**config.mk**
```make
export PLATFORM = sky130hd
export DESIGN_NAME = icache_linefill_responder
export DESIGN_NICKNAME = d
export VERILOG_FILES = /design/src/rtl/toy_pack.sv /design/src/rtl/icache_lfr_req_fifo.sv /design/src/rtl/icache_linefill_responder.sv
export SDC_FILE = /design/constraint.sdc
export NUM_CORES = 1
export LEC_CHECK = 0
export ABC_AREA = 1
export CAP_MARGIN = 5
export CELL_PAD_IN_SITES_DETAIL_PLACEMENT = 1
export CELL_PAD_IN_SITES_GLOBAL_PLACEMENT = 2
export CORE_MARGIN = 4
export CORE_UTILIZATION = 25
export DETAILED_ROUTE_END_ITERATION = 6
export PLACE_DENSITY = 0.92
export SYNTH_ARGS = -nofsm -noshare
export SYNTH_HDL_FRONTEND = slang
export SYNTH_SLANG_ARGS = --single-unit
export TNS_END_PERCENT = 10
```
**constraint.sdc**
```tcl
create_clock -name clk -period 5.18 [get_ports clk]
set_input_delay 1.036 -clock clk [delete_from_list [all_inputs] [get_ports clk]]
set_output_delay 1.036 -clock clk [all_outputs]
set_load 0.02 [all_outputs]
```
**src/rtl/toy_pack.sv**
```systemverilog
// rtl/toy_pack.sv - shared types and constants for the icache linefill responder
package toy_pack;

    localparam int ICACHE_REQ_ADDR_WIDTH   = 32;
    localparam int ICACHE_REQ_TXNID_WIDTH  = 4;
    localparam int ICACHE_REQ_OPCODE_WIDTH = 3;
    localparam int MSHR_ENTRY_INDEX_WIDTH  = 2;

    localparam int LFR_BEATS  = 4;
    localparam int LFR_BEAT_W = 128;

    typedef logic [ICACHE_REQ_ADDR_WIDTH-1:0] req_addr_t;

    typedef struct packed {
        req_addr_t                           addr;
        logic [ICACHE_REQ_TXNID_WIDTH-1:0]   txnid;
        logic [ICACHE_REQ_OPCODE_WIDTH-1:0]  opcode;
    } pc_req_t;

    typedef enum logic [1:0] {
        IDLE = 2'd0,
        MREQ = 2'd1,
        DATA = 2'd2,
        DONE = 2'd3
    } lfr_state_e;

    typedef struct packed {
        pc_req_t                            req;
        logic [MSHR_ENTRY_INDEX_WIDTH-1:0]  entry_id;
    } lfr_q_entry_t;

    // Zero the low n bits of an address.
    function automatic req_addr_t lfr_clear_low(input req_addr_t addr, input int unsigned n);
        return addr & ~((req_addr_t'(1) << n) - req_addr_t'(1));
    endfunction

endpackage

```
**src/rtl/icache_lfr_req_fifo.sv**
```systemverilog
// rtl/icache_lfr_req_fifo.sv - synchronous request queue of lfr_q_entry_t
module icache_lfr_req_fifo
    import toy_pack::*;
#(
    parameter int DEPTH = 4,
    parameter int CW    = $clog2(DEPTH) + 1
) (
    input  logic          clk,
    input  logic          rst_n,
    input  logic          push,
    input  lfr_q_entry_t  push_data,
    input  logic          pop,
    output logic          full,
    output logic          empty,
    output logic [CW-1:0] count,
    output lfr_q_entry_t  head
);

    localparam int AW = $clog2(DEPTH);

    lfr_q_entry_t   mem_q [DEPTH];
    logic [AW-1:0]  wr_ptr;
    logic [AW-1:0]  rd_ptr;
    logic           do_push;
    logic           do_pop;

    assign full    = (count == CW'(DEPTH));
    assign empty   = (count == '0);
    assign do_push = push && !full;
    assign do_pop  = pop && !empty;
    assign head    = mem_q[rd_ptr];

    // Entry storage; contents need no reset because count gates visibility.
    always_ff @(posedge clk) begin
        if (do_push) begin
            mem_q[wr_ptr] <= push_data;
        end
    end

    // Pointers wrap naturally since DEPTH is a power of two.
    always_ff @(posedge clk) begin
        if (rst_n) begin
            wr_ptr <= '0;
            rd_ptr <= '0;
            count  <= '0;
        end else begin
            if (do_push) begin
                wr_ptr <= wr_ptr + AW'(1);
            end
            if (do_pop) begin
                rd_ptr <= rd_ptr + AW'(1);
            end
            count <= count + CW'(do_push) - CW'(do_pop);
        end
    end

endmodule

```
**src/rtl/icache_linefill_responder.sv**
```systemverilog
// rtl/icache_linefill_responder.sv - icache miss linefill responder (ICACHE_LFR_CRITICAL_WORD_FIRST_EN selects critical-word-first)
module icache_linefill_responder
    import toy_pack::*;
#(
    parameter int REQ_DEPTH   = 4,
    parameter int ENTRY_IDX_W = MSHR_ENTRY_INDEX_WIDTH,
    parameter int BEAT_W      = LFR_BEAT_W,
    parameter int BEATS       = LFR_BEATS,
    parameter int OFFSET_W    = 6
) (
    input  logic                                 clk,
    input  logic                                 rst_n,
    input  logic                                 txreq_vld,
    output logic                                 txreq_rdy,
    input  pc_req_t                              txreq_pld,
    input  logic [ENTRY_IDX_W-1:0]               txreq_entry_id,
    output logic                                 mem_req_vld,
    input  logic                                 mem_req_rdy,
    output req_addr_t                            mem_req_addr,
    input  logic                                 mem_rsp_vld,
    output logic                                 mem_rsp_rdy,
    input  logic [BEAT_W-1:0]                    mem_rsp_data,
    output logic                                 rxdat_vld,
    input  logic                                 rxdat_rdy,
    output logic [BEAT_W-1:0]                    rxdat_data,
    output logic [$clog2(BEATS)-1:0]             rxdat_beat,
    output logic [ENTRY_IDX_W-1:0]               rxdat_entry_idx,
    output logic [ICACHE_REQ_TXNID_WIDTH-1:0]    rxdat_txnid,
    output logic                                 linefill_done,
    output logic [ENTRY_IDX_W:0]                 linefill_ack_entry_idx,
    output logic                                 txrsp_vld,
    output logic [ICACHE_REQ_OPCODE_WIDTH-1:0]   txrsp_opcode,
    output logic                                 busy
);

    localparam int BEAT_IDX_W = $clog2(BEATS);
    localparam int CNT_W      = $clog2(REQ_DEPTH) + 1;
`ifdef ICACHE_LFR_CRITICAL_WORD_FIRST_EN
    localparam int CLR_W      = OFFSET_W - BEAT_IDX_W;
`else
    localparam int CLR_W      = OFFSET_W;
`endif

    lfr_state_e             state_q;
    lfr_state_e             state_d;
    logic [BEAT_IDX_W-1:0]  beat_cnt_q;
    logic                   cnt_clr;
    logic                   cnt_inc;
    logic                   push;
    logic                   pop;
    logic                   full;
    logic                   empty;
    logic [CNT_W-1:0]       count;
    lfr_q_entry_t           head;
    lfr_q_entry_t           push_entry;
    logic [BEAT_IDX_W-1:0]  start_beat;
    logic                   beat_hs;
    logic                   last_beat;

    assign push_entry = '{req: txreq_pld, entry_id: txreq_entry_id};

    // Ready follows the registered full flag only, so a full queue never bypasses.
    assign txreq_rdy = !rst_n && !full;
    assign push      = txreq_vld && txreq_rdy;

`ifdef ICACHE_LFR_CRITICAL_WORD_FIRST_EN
    assign start_beat = head.req.addr[OFFSET_W-1 -: BEAT_IDX_W];
`else
    assign start_beat = '0;
`endif

    assign beat_hs   = mem_rsp_vld && rxdat_rdy;
    assign last_beat = beat_hs && (beat_cnt_q == BEAT_IDX_W'(BEATS - 1));

    icache_lfr_req_fifo #(
        .DEPTH (REQ_DEPTH),
        .CW    (CNT_W)
    ) u_req_fifo (
        .clk       (clk),
        .rst_n     (rst_n),
        .push      (push),
        .push_data (push_entry),
        .pop       (pop),
        .full      (full),
        .empty     (empty),
        .count     (count),
        .head      (head)
    );

    // Next-state and outputs; everything is held at zero while reset is asserted.
    always_comb begin
        state_d                = state_q;
        cnt_clr                = 1'b0;
        cnt_inc                = 1'b0;
        pop                    = 1'b0;
        mem_req_vld            = 1'b0;
        mem_req_addr           = '0;
        mem_rsp_rdy            = 1'b0;
        rxdat_vld              = 1'b0;
        rxdat_data             = '0;
        rxdat_beat             = '0;
        rxdat_entry_idx        = '0;
        rxdat_txnid            = '0;
        linefill_done          = 1'b0;
        linefill_ack_entry_idx = '0;
        txrsp_vld              = 1'b0;
        txrsp_opcode           = '0;
        busy                   = 1'b0;
        if (!rst_n) begin
            busy = (state_q != IDLE) || !empty;
            case (state_q)
                IDLE: begin
                    if (!empty) begin
                        state_d = MREQ;
                    end
                end
                MREQ: begin
                    mem_req_vld  = 1'b1;
                    mem_req_addr = lfr_clear_low(head.req.addr, CLR_W);
                    if (mem_req_rdy) begin
                        cnt_clr = 1'b1;
                        state_d = DATA;
                    end
                end
                DATA: begin
                    rxdat_vld       = mem_rsp_vld;
                    mem_rsp_rdy     = rxdat_rdy;
                    rxdat_data      = mem_rsp_data;
                    rxdat_beat      = start_beat + beat_cnt_q;
                    rxdat_entry_idx = head.entry_id;
                    rxdat_txnid     = head.req.txnid;
                    cnt_inc         = beat_hs;
                    if (last_beat) begin
                        state_d = DONE;
                    end
                end
                DONE: begin
                    linefill_done          = 1'b1;
                    linefill_ack_entry_idx = {1'b0, head.entry_id};
                    txrsp_vld              = 1'b1;
                    txrsp_opcode           = head.req.opcode;
                    pop                    = 1'b1;
                    // A same-cycle push keeps the queue occupied after the pop.
                    state_d = ((count > CNT_W'(1)) || push) ? MREQ : IDLE;
                end
                default: state_d = IDLE;
            endcase
        end
    end

    // State register and beat counter.
    always_ff @(posedge clk) begin
        if (rst_n) begin
            state_q    <= IDLE;
            beat_cnt_q <= '0;
        end else begin
            state_q <= state_d;
            if (cnt_clr) begin
                beat_cnt_q <= '0;
            end else if (cnt_inc) begin
                beat_cnt_q <= beat_cnt_q + BEAT_IDX_W'(1);
            end
        end
    end

endmodule

```
==> metrics.txt <==
outcome finished, final reports clean; combined area of the multi-input logic cells 2600 sq um; Slew Viols, Final 0; die height roughly 180 microns; die width between 150 and 200 microns; Fillers between 3,000 and 4,000; Hold-fix buffers, CTS 0; register area about 4500 sq um; Layout area overhead 57.1%; Leakage a little over 4 nW; Place WS around 1.0 ns; kind of critical path input pin to output pin; WP data required 4.14 ns; slowest cell on the critical path buf_4; Setup crit end kind output pin; synth top area cells edfxtp_1, nor2_1, nand2_1; crit path DAT between 3 and 4 ns; post-synth cell types 28; clk_lat worst skew ~0.42 ns; worst clock skew between 0.01 and 0.015 ns; Tot GR Track Use between 10% and 20%; relative slew slack around 35%; Core Footprint between 20,000 and 30,000 sq um; GP Congestion 0.858; Synth Flop Type edfxtp_1; Mapped Cells 819; hold path start u_req_fifo.rd_ptr[1]$_SDFFE_PP0P_; RR Startpoint u_req_fifo.count[1]$_SDFF_PP0_; final setup vio count 0; Num CTS Buffers 17; Starting Density about a quarter; # Post-CTS Setup Buffers 0; clock root buffer clkbuf_16; Worst VDD drop between 0.2 and 0.25 mV; vias in the first global route ~7,100; CTS tree yes; post-CTS sizing 0; initial DRC count between 300 and 400; clk sink count ~150; Site Rows 63; most frequent CP cell buf_4; Final HPWL DP 22.8 mm; largest net degree at the start of global routing 97; Post-synth top cells nor2_1, nand2_1, edfxtp_1, o21ai_0, a21oi_1; IO Port Bufs 342; final worst slack ~1.1 ns; H-tree depth 4; register area share after synthesis 59.6%; Final period util just under 80%; die area 32,800 sq um; Avg Inst Size Synth between 9 and 10 sq um; cell with the most instances after synthesis nor2_1; worst setup path start rst_n; grt ovf 0; post-route ant nets 0; CP Cell Sequence buf_4 -> buf_4 -> nor2_1 -> clkdlybuf4s50_1; post-DR vias/cell 4.38; min-delay worst type flop to flop; CP startpoint kind input pin; min Tclk post-route approximately 4.1 ns; setup TNS 0 ns; # DRC 0; vias 6,750; Clock transition at path regs 0.07 ns; largest area contributor in the netlist edfxtp_1; mapped cell area between 7000 and 8000 sq um; top-area cell type share of the netlist area 56.1%; clk buf depth 2; drt first pass iters 4; Worst Path Buf+Inv 3; crit-path max FO 96; first-pass GRT wire length 43.6 mm; Yosys reg bits 153; Yosys warning count 0; async set or reset register ratio after synthesis 0%; Max Fclk about 250 MHz; drt wl/cell 19.2 microns; CP delay by family, top buffers and inverters; Pwr Density 310 nW/um^2; nets@finish around 1,300; Fin. Hold Viols 0; initial antenna violation count 8; EDFF count, synth 140; share of cells above drive strength 1 under 10%; I/O Pins between 300 and 400; Routed Wire Length between 20 and 30 mm; RSZ-0062 raised after global routing no; Max stage delay on crit path 0.81 ns; Slew @ Worst Pin 0.979 ns; Max Cap Violations 0
## registers in the layout, summed over array words and instances (netlist names), named ones only
signal	cells
u_req_fifo.wr_ptr	2
u_req_fifo.rd_ptr	2
beat_cnt_q	2
state_q	2
u_req_fifo.count	3
u_req_fifo.mem_q	140
## layout make-up
type	instances	area share (%)
Sequential cell	153	37.9
Timing Repair Buffer	352	29.7
Multi-Input combinational cell	582	22.0
Tap cell	390	4.14
Clock buffer	17	3.61
Clock inverter	15	1.53
Inverter	28	0.935
Antenna cell	5	0.106
## through the flow
step	cells	util (%)	cell area, sq um	hold slack (ns)	total power, W
after floorplan	825	-	7520	0.441	0.00195
after global placement	1505	37.6	11200	0.451	0.00243
after detailed placement	1505	37.6	11200	0.459	0.00245
after CTS	1537	39.7	11800	0.460	0.00371
after global routing	1538	39.7	11800	0.505	0.00385
final	1542	39.7	11800	0.455	0.00365
## report_power, final
part           switching, W  leakage, nW  total, W  internal (W)
combinational      0.000569         2.46  0.000984      0.000415
clock              0.000522        0.294   0.00125      0.000728
sequential        0.0000222         1.38   0.00142       0.00140
## cells in the final DEF, fill, tap and decap left out
master / synthesis / layout
a21oi_1: 44 / 44
a21oi_2: 1 / 1
a21oi_4: 1 / 1
a32o_1: 2 / 2
buf_4: 14 / 11
bufinv_16: 0 / 2
clkbuf_16: 0 / 17
clkdlybuf4s50_1: 0 / 341
clkinv_1: 0 / 1
clkinv_4: 0 / 3
clkinv_8: 0 / 1
clkinvlp_4: 0 / 1
conb_1: 1 / 7
dfxtp_1: 13 / 11
dfxtp_2: 0 / 2
diode_2: 0 / 5
edfxtp_1: 140 / 140
fa_1: 1 / 1
ha_1: 13 / 12
ha_4: 0 / 1
inv_1: 24 / 24
inv_2: 2 / 2
inv_4: 2 / 2
inv_6: 0 / 5
inv_8: 0 / 2
nand2_1: 153 / 153
nand2_2: 2 / 2
nand2_4: 1 / 1
nand3_2: 2 / 2
nand3_4: 1 / 1
nor2_1: 276 / 272
nor2_2: 1 / 1
nor2_4: 2 / 6
o21ai_0: 62 / 62
o21ai_1: 12 / 12
xnor2_1: 1 / 1
## cells by family (layout without fill, tap and decap cells)
group,Yosys count,after routing,share of synthesized area [%]
AND/OR/NAND/NOR,438,438,22.7
flip-flops,153,153,59.6
AO/OA/AOI/OAI,122,122,8.48
buffers and inverters,90,412,6.68
adder cells (fa/ha/maj),14,14,2.44
other,1,12,0.0500
XOR/XNOR,1,1,0.117
## routing by layer
| metal | part of all wire [%] | track usage (%) | up-vias | routed length (microns) |
|---|---|---|---|---|
| li1 | - | - | 3297 | - |
| met1 | 34 | 16.9 | 3167 | 10100 |
| met2 | 54 | 33.5 | 226 | 16100 |
| met3 | 8.6 | 7.25 | 52 | 2540 |
| met4 | 2.7 | 5.34 | 8 | 797 |
| met5 | 0.16 | 0 | - | 48 |
## tightest hold or removal path, delay by kind of cell (launching register included)
kind | cells | cell delay [ns]
buffers and inverters | 1 | 0.06
AO/OA/AOI/OAI | 1 | 0.07
flip-flops | 1 | 0.30
## final timing paths
| check | end | slack (ns) | depth (start not counted) |
|---|---|---|---|
| max | rxdat_data[24] | 1.10 | 4 |
| min | flop | 0.45 | 2 |
| max reg2reg | u_req_fifo.mem_q[3][22]$_DFFE_PP_ | 2.90 | 5 |
| min reg2reg | flop | 0.45 | 2 |
Note: power is estimated with default switching activity, not from simulation.
